`src/rtl/fm_phaseinc_gen_pkg.sv`:
```
// Shared widths and interpolator state encoding for the FM modulator datapath.
// The DDS stage imports the same package so both sides agree on widths.
package fm_phaseinc_gen_pkg;

  localparam int NBITS_AUDIO     = 16;
  localparam int NBITS_PHASE     = 32;
  localparam int NBITS_GAIN      = 16;
  localparam int GAIN_SHIFT      = 15;
  localparam int INTERP_LOG2_DEF = 6;

  typedef enum logic {
    IDLE = 1'b0,
    RUN  = 1'b1
  } interp_state_e;

endpackage

```
`src/rtl/fm_interp_core.sv`:
```
// Linear interpolator: steps acc from the previous target to the new one over
// 2^INTERP_LOG2 enableclk ticks, snapping to the exact target at each load.
module fm_interp_core
  import fm_phaseinc_gen_pkg::*;
#(
  parameter int AUDIO_W     = 16,
  parameter int INTERP_LOG2 = 6
) (
  input  logic                      clk,
  input  logic                      rst_n,
  input  logic                      enableclk,
  input  logic                      hold_full,
  input  logic [AUDIO_W-1:0]        hold_data,
  output logic                      consume,
  output logic                      underrun_evt,
  output logic signed [AUDIO_W:0]   interp
);

  localparam int                     ACC_W    = AUDIO_W + INTERP_LOG2 + 1;
  localparam logic [INTERP_LOG2-1:0] CNT_LAST = '1;

  interp_state_e               state_q, state_d;
  logic signed [AUDIO_W-1:0]   tgt_q, tgt_d;
  logic signed [AUDIO_W:0]     diff_q, diff_d;
  logic signed [ACC_W-1:0]     acc_q, acc_d;
  logic [INTERP_LOG2-1:0]      cnt_q, cnt_d;

  logic signed [AUDIO_W-1:0]   hold_s;
  logic signed [ACC_W-1:0]     tgt_scaled;
  logic                        boundary;
  logic                        load;

  assign hold_s     = hold_data;
  assign tgt_scaled = ACC_W'(tgt_q) <<< INTERP_LOG2;
  assign boundary   = (cnt_q == CNT_LAST);
  assign load       = enableclk && hold_full && ((state_q == IDLE) || boundary);
  assign interp     = (AUDIO_W+1)'(acc_q >>> INTERP_LOG2);

  // Next-state: load, interpolation step, or flat hold on an empty boundary.
  always_comb begin
    // NOTE: every signal gets a default before any branch so no latch is inferred.
    state_d      = state_q;
    tgt_d        = tgt_q;
    diff_d       = diff_q;
    acc_d        = acc_q;
    cnt_d        = cnt_q;
    consume      = 1'b0;
    underrun_evt = 1'b0;

    if (load) begin
      diff_d  = (AUDIO_W+1)'(hold_s) - (AUDIO_W+1)'(tgt_q);
      tgt_d   = hold_s;
      acc_d   = tgt_scaled;
      cnt_d   = '0;
      consume = 1'b1;
      state_d = RUN;
    end else if (enableclk && (state_q == RUN)) begin
      if (!boundary) begin
        acc_d = acc_q + ACC_W'(diff_q);
        cnt_d = cnt_q + INTERP_LOG2'(1);
      end else begin
        diff_d       = '0;
        acc_d        = tgt_scaled;
        cnt_d        = '0;
        underrun_evt = 1'b1;
      end
    end
  end

  // Interpolator state registers.
  always_ff @(posedge clk or negedge rst_n) begin
    // NOTE: sequential state uses non-blocking assignments so all flops update together.
    if (!rst_n) begin
      state_q <= IDLE;
      tgt_q   <= '0;
      diff_q  <= '0;
      acc_q   <= '0;
      cnt_q   <= '0;
    end else begin
      state_q <= state_d;
      tgt_q   <= tgt_d;
      diff_q  <= diff_d;
      acc_q   <= acc_d;
      cnt_q   <= cnt_d;
    end
  end

endmodule

```
`src/rtl/fm_phaseinc_gen.sv`:
```
// FM phase-increment generator: audio holding register and handshake,
// interpolator, deviation-gain pipeline and sticky underrun flag.
module fm_phaseinc_gen #(
  parameter int NBITS_AUDIO = fm_phaseinc_gen_pkg::NBITS_AUDIO,
  parameter int NBITS_PHASE = fm_phaseinc_gen_pkg::NBITS_PHASE,
  parameter int INTERP_LOG2 = fm_phaseinc_gen_pkg::INTERP_LOG2_DEF,
  parameter int NBITS_GAIN  = fm_phaseinc_gen_pkg::NBITS_GAIN,
  parameter int GAIN_SHIFT  = fm_phaseinc_gen_pkg::GAIN_SHIFT
) (
  input  logic                   clock,
  input  logic                   reset,
  input  logic                   enableclk,
  input  logic [NBITS_AUDIO-1:0] audio_in,
  input  logic                   audio_valid,
  output logic                   audio_ready,
  input  logic [NBITS_PHASE-1:0] carrier_inc,
  input  logic [NBITS_GAIN-1:0]  dev_gain,
  output logic [NBITS_PHASE-1:0] phaseinc,
  output logic                   underrun,
  input  logic                   clear_status
);

  localparam int PROD_W = NBITS_AUDIO + 1 + NBITS_GAIN + 1;

  logic                          hold_full_q, hold_full_d;
  logic [NBITS_AUDIO-1:0]        hold_q, hold_d;
  logic                          underrun_q, underrun_d;
  logic signed [PROD_W-1:0]      prod_q, prod_d;
  logic [NBITS_PHASE-1:0]        phaseinc_q, phaseinc_d;

  logic                          accept;
  logic                          consume;
  logic                          underrun_evt;
  logic signed [NBITS_AUDIO:0]   interp;
  logic signed [NBITS_GAIN:0]    gain_s;
  logic signed [PROD_W-1:0]      prod_sh;
  logic signed [NBITS_PHASE-1:0] dev_term;

  // Ready depends only on the registered fill flag, never on audio_valid.
  assign audio_ready = !hold_full_q;
  assign accept      = audio_valid && !hold_full_q;

  fm_interp_core #(
    .AUDIO_W     (NBITS_AUDIO),
    .INTERP_LOG2 (INTERP_LOG2)
  ) u_core (
    .clk          (clock),
    .rst_n        (reset),
    .enableclk    (enableclk),
    .hold_full    (hold_full_q),
    .hold_data    (hold_q),
    .consume      (consume),
    .underrun_evt (underrun_evt),
    .interp       (interp)
  );

  // Holding register: a load reads the old contents while an accept refills it.
  always_comb begin
    hold_d      = hold_q;
    hold_full_d = hold_full_q && !consume;
    if (accept) begin
      hold_d      = audio_in;
      hold_full_d = 1'b1;
    end
  end

  // Sticky underrun flag; a simultaneous event overrides the clear.
  always_comb begin
    underrun_d = underrun_q;
    if (clear_status) underrun_d = 1'b0;
    if (underrun_evt) underrun_d = 1'b1;
  end

  // Gain pipeline: signed x unsigned multiply, then shift and add carrier (wraps).
  always_comb begin
    gain_s     = {1'b0, dev_gain};
    prod_d     = PROD_W'(interp) * PROD_W'(gain_s);
    prod_sh    = prod_q >>> GAIN_SHIFT;
    dev_term   = NBITS_PHASE'(prod_sh);
    phaseinc_d = carrier_inc + dev_term;
  end

  // Top-level registers, including the holding register, all cleared on reset.
  always_ff @(posedge clock or negedge reset) begin
    if (!reset) begin
      hold_full_q <= 1'b0;
      hold_q      <= '0;
      underrun_q  <= 1'b0;
      prod_q      <= '0;
      phaseinc_q  <= '0;
    end else begin
      hold_full_q <= hold_full_d;
      hold_q      <= hold_d;
      underrun_q  <= underrun_d;
      prod_q      <= prod_d;
      phaseinc_q  <= phaseinc_d;
    end
  end

  assign phaseinc = phaseinc_q;
  assign underrun = underrun_q;

endmodule

```
`config.mk`:
```
export PLATFORM = sky130hd
export DESIGN_NAME = fm_phaseinc_gen
export DESIGN_NICKNAME = d
export VERILOG_FILES = /design/src/rtl/fm_phaseinc_gen_pkg.sv /design/src/rtl/fm_interp_core.sv /design/src/rtl/fm_phaseinc_gen.sv
export SDC_FILE = /design/constraint.sdc
export NUM_CORES = 1
export LEC_CHECK = 0
export BUFFER_PORTS_ARGS = -buffer_cell sky130_fd_sc_hd__buf_2
export CORE_MARGIN = 10
export CORE_UTILIZATION = 55
export DETAILED_ROUTE_END_ITERATION = 16
export GPL_ROUTABILITY_DRIVEN = 0
export PLACE_DENSITY = 0.84
export SYNTH_ARGS = -nofsm -noshare
export SYNTH_HDL_FRONTEND = slang
export SYNTH_HIERARCHICAL = 1
export SYNTH_SLANG_ARGS = --single-unit
```
`constraint.sdc`:
```
create_clock -name clock -period 14.1 [get_ports clock]
set_input_delay 2.115 -clock clock [delete_from_list [all_inputs] [get_ports clock]]
set_output_delay 2.115 -clock clock [all_outputs]
set_load 0.05 [all_outputs]
```
==> reports/results.ini <==
[worst_hold_path]
hold_path_class = flop to flop

[cells_and_area]
post-route-util_pct = 59.99
layout_common_cells = 365 x inv_1, 280 x fa_1, 247 x nand2_1
fill_cells = 2665
nets = 2521
area_delta_synth_final_pct = 7.215
final_common_cell = inv_1
drive_gt1_share_pct = 9.019
diodes = 0

[logic_synthesis]
yosys.area.top_type = fa_1
synthAdderAreaFrac_pct = 41.24
synthMuxAreaShare_pct = 1.429
ys_seq_elements = 132
synth.avg_cell_area_um2 = 9.264
synth_edf_count = 0
synth_area_um2 = 18300
yosys-top-cells-area = fa_1 31%, dfrtp_1 18%, ha_1 11%
synthCells = 1975
yosys.area_share.simple_pct = 13.30
synth_nets = 2479
synth_ff_type = dfrtp_1
netlist.area_leader.share_pct = 30.64
synth-compound-area-share_pct = 12.77
synth.distinct_cells = 77
yosysSeqAreaShare_pct = 18.05
synth_top_family_by_area = adder cells
yosysWarningCount = 6
synthXorXnorAreaFrac_pct = 3.542
ys_async_sr_fraction_pct = 100.0

[timing]
fmax_mhz = 122.4
fin_ws_ns = 5.928
fin_crit_ns = 8.172
min_period_over_period_pct = 57.96
rsz0062_at_grt = false
tightest_slew_ns = 1.237
whs_ns = 0.4767
setup-tns-final_ns = 0
report.final.setup_viol = 0
fin_skew_ns = 0.01079
slew_viol_final = 0
timing.slew.headroom_pct = 17.12
final_hold_viol_count = 0

[floorplanning]
rows = 66
die-area_um2 = 40960
chipHeight_um = 202.4
dieWidth_um = 202.4
initial_core_util_pct = 55.95
core_area_um2 = 32700
io_pins = 103

[clock_network]
cts_tree = yes
cts_hold_buffers = 0
numCtsBuffers = 17
post-cts-setup-buffers = 0
clkTransAtPathRegs_ns = 0.06
cts_root_buffer = clkbuf_16
cts_sinks = 132
cts.path.max_buffers = 2
cts_max_level = 4
cts-resized-gates = 0
clk_latency_ns = 0.43

[grt]
grt_overflow = 0
grt_pass1_wl_um = 72180
antenna_found_initial = 1
track_usage_pct = 21.28
grt_max_degree = 74
grt_pass1_vias = 15013

[worst_setup_path]
end_kind = flop
critPathMaxStageDelay_ns = 0.83
slowest_stage = fa_1
critPathMaxFanout = 17
reg2reg_slack_ns = 7.00
crit_start = dev_gain[2]
regToRegEndpoint = prod_q[33]
crit_path_end = prod_q[33]
crit_required_ns = 14.41
arrival_ns = 8.48
critPathMostFrequentCell = fa_1
r2r-start = u_core/acc_q[22]
critical_path_class = primary input to flop
crit_chain = buf_2 -> nand2_1 -> fa_1 -> inv_1 -> fa_1 -> fa_1 -> fa_1 -> fa_1 -> inv_1 -> fa_1 -> inv_1 -> ha_1 -> a21o_1 -> a21o_1 -> a21o_1 -> a2111oi_0 -> o211ai_1 -> a31oi_1 -> o21bai_1 -> xnor2_1
reg2reg_depth = 19
cp-start-kind = primary input

[outcome]
status = finished clean

[detailed_routing]
first_pass_iters = 5
wl_per_cell_um = 17.44
wl_um = 43100
drt_iter0_markers = 873
via_per_inst = 5.644
antenna_left = 0
vias = 13946
drc = 0

[placed_design]
dp_slack_ns = 5.599
hpwlAfterDp_um = 34520
io_buffer_count = 102

[flow_run]
cap_violations = 0

[state kept, by name, indices dropped and copies added (netlist names)]
signal          cells
phaseinc           32
u_core/cnt_q        6
u_core/state_q      1
hold_q             16
underrun            1
hold_full_q         1
u_core/diff_q      17
u_core/tgt_q       16
u_core/acc_q       23
prod_q             19
[Yosys cell counts, drive strengths merged (4+ instances only)]
| cell type | n |
|---|---|
| dfrtp | 132 |
| a21boi | 7 |
| nand4 | 10 |
| a211oi | 20 |
| fa | 280 |
| nor2 | 69 |
| a22o | 4 |
| a31oi | 9 |
| nand2 | 247 |
| mux2 | 17 |
| clkbuf | 61 |
| a21o | 39 |
| a2111oi | 4 |
| a211o | 6 |
| xnor2 | 46 |
| a21oi | 72 |
| mux2i | 7 |
| o22ai | 4 |
| o31ai | 7 |
| buf | 23 |
| o21a | 16 |
| nor2b | 10 |
| o2111ai | 4 |
| nand3 | 21 |
| o21ai | 84 |
| ha | 155 |
| and2 | 107 |
| a22oi | 10 |
| nor3 | 16 |
| and3 | 14 |
| a311oi | 4 |
| nand2b | 8 |
| or2 | 8 |
| inv | 366 |
| xor2 | 28 |
| o211ai | 12 |
| o21bai | 12 |
[worst max-delay path: cells and delay by family]
family          cells  cell delay [ns]
xor+xnor            1             0.14
simple gates        1             0.20
fa+ha+maj           7             3.81
compound gates      7             1.69
buf+inv             4             0.52
[worst min path at each step]
stage	to	start	slack, ns	cells past startpoint
floorplan	phaseinc[0]	prod_q[15]	0.44	1
global placement	phaseinc[0]	prod_q[15]	0.46	1
detailed placement	phaseinc[0]	prod_q[15]	0.46	1
CTS	phaseinc[0]	prod_q[15]	0.48	1
global route	phaseinc[0]	prod_q[15]	0.51	1
finish	underrun	underrun	0.48	1
[per-stage QoR]
stage                     area (um2)  instances
after floorplan                18300       1975
after global placement         19010       2440
after detailed placement       19010       2440
after CTS                      19620       2471
after global routing           19620       2471
final                          19620       2471
[logic make-up after synthesis]
kind of cell	after synthesis
flops	132
mux	24
compound gates	341
xor+xnor	74
buf+inv	450
simple gates	519
fa+ha+maj	435
[routing by layer]
| layer | GRT usage [%] | routed length (um) | share of wire, % |
|---|---|---|---|
| met1 | 25.19 | 17300 | 40 |
| met2 | 37.89 | 21670 | 50 |
| met3 | 4.574 | 3225 | 7.5 |
| met4 | 6.368 | 894 | 2.1 |
| met5 | 0 | 20 | 0.046 |
[final cells by class]
class / count / area [um2] / area share, %
inverters: 366 / 1374 / 7.003
well taps: 442 / 553.0 / 2.819
flip-flops and latches: 132 / 3303 / 16.84
repair buffers: 107 / 554.3 / 2.826
clock inverters: 11 / 150.1 / 0.7654
clock buffers: 20 / 456.7 / 2.328
multi-input cells: 1393 / 13230 / 67.42
Power is not shown: default switching activity piles up to over one toggle a cycle in this logic, so the estimate is an artifact.
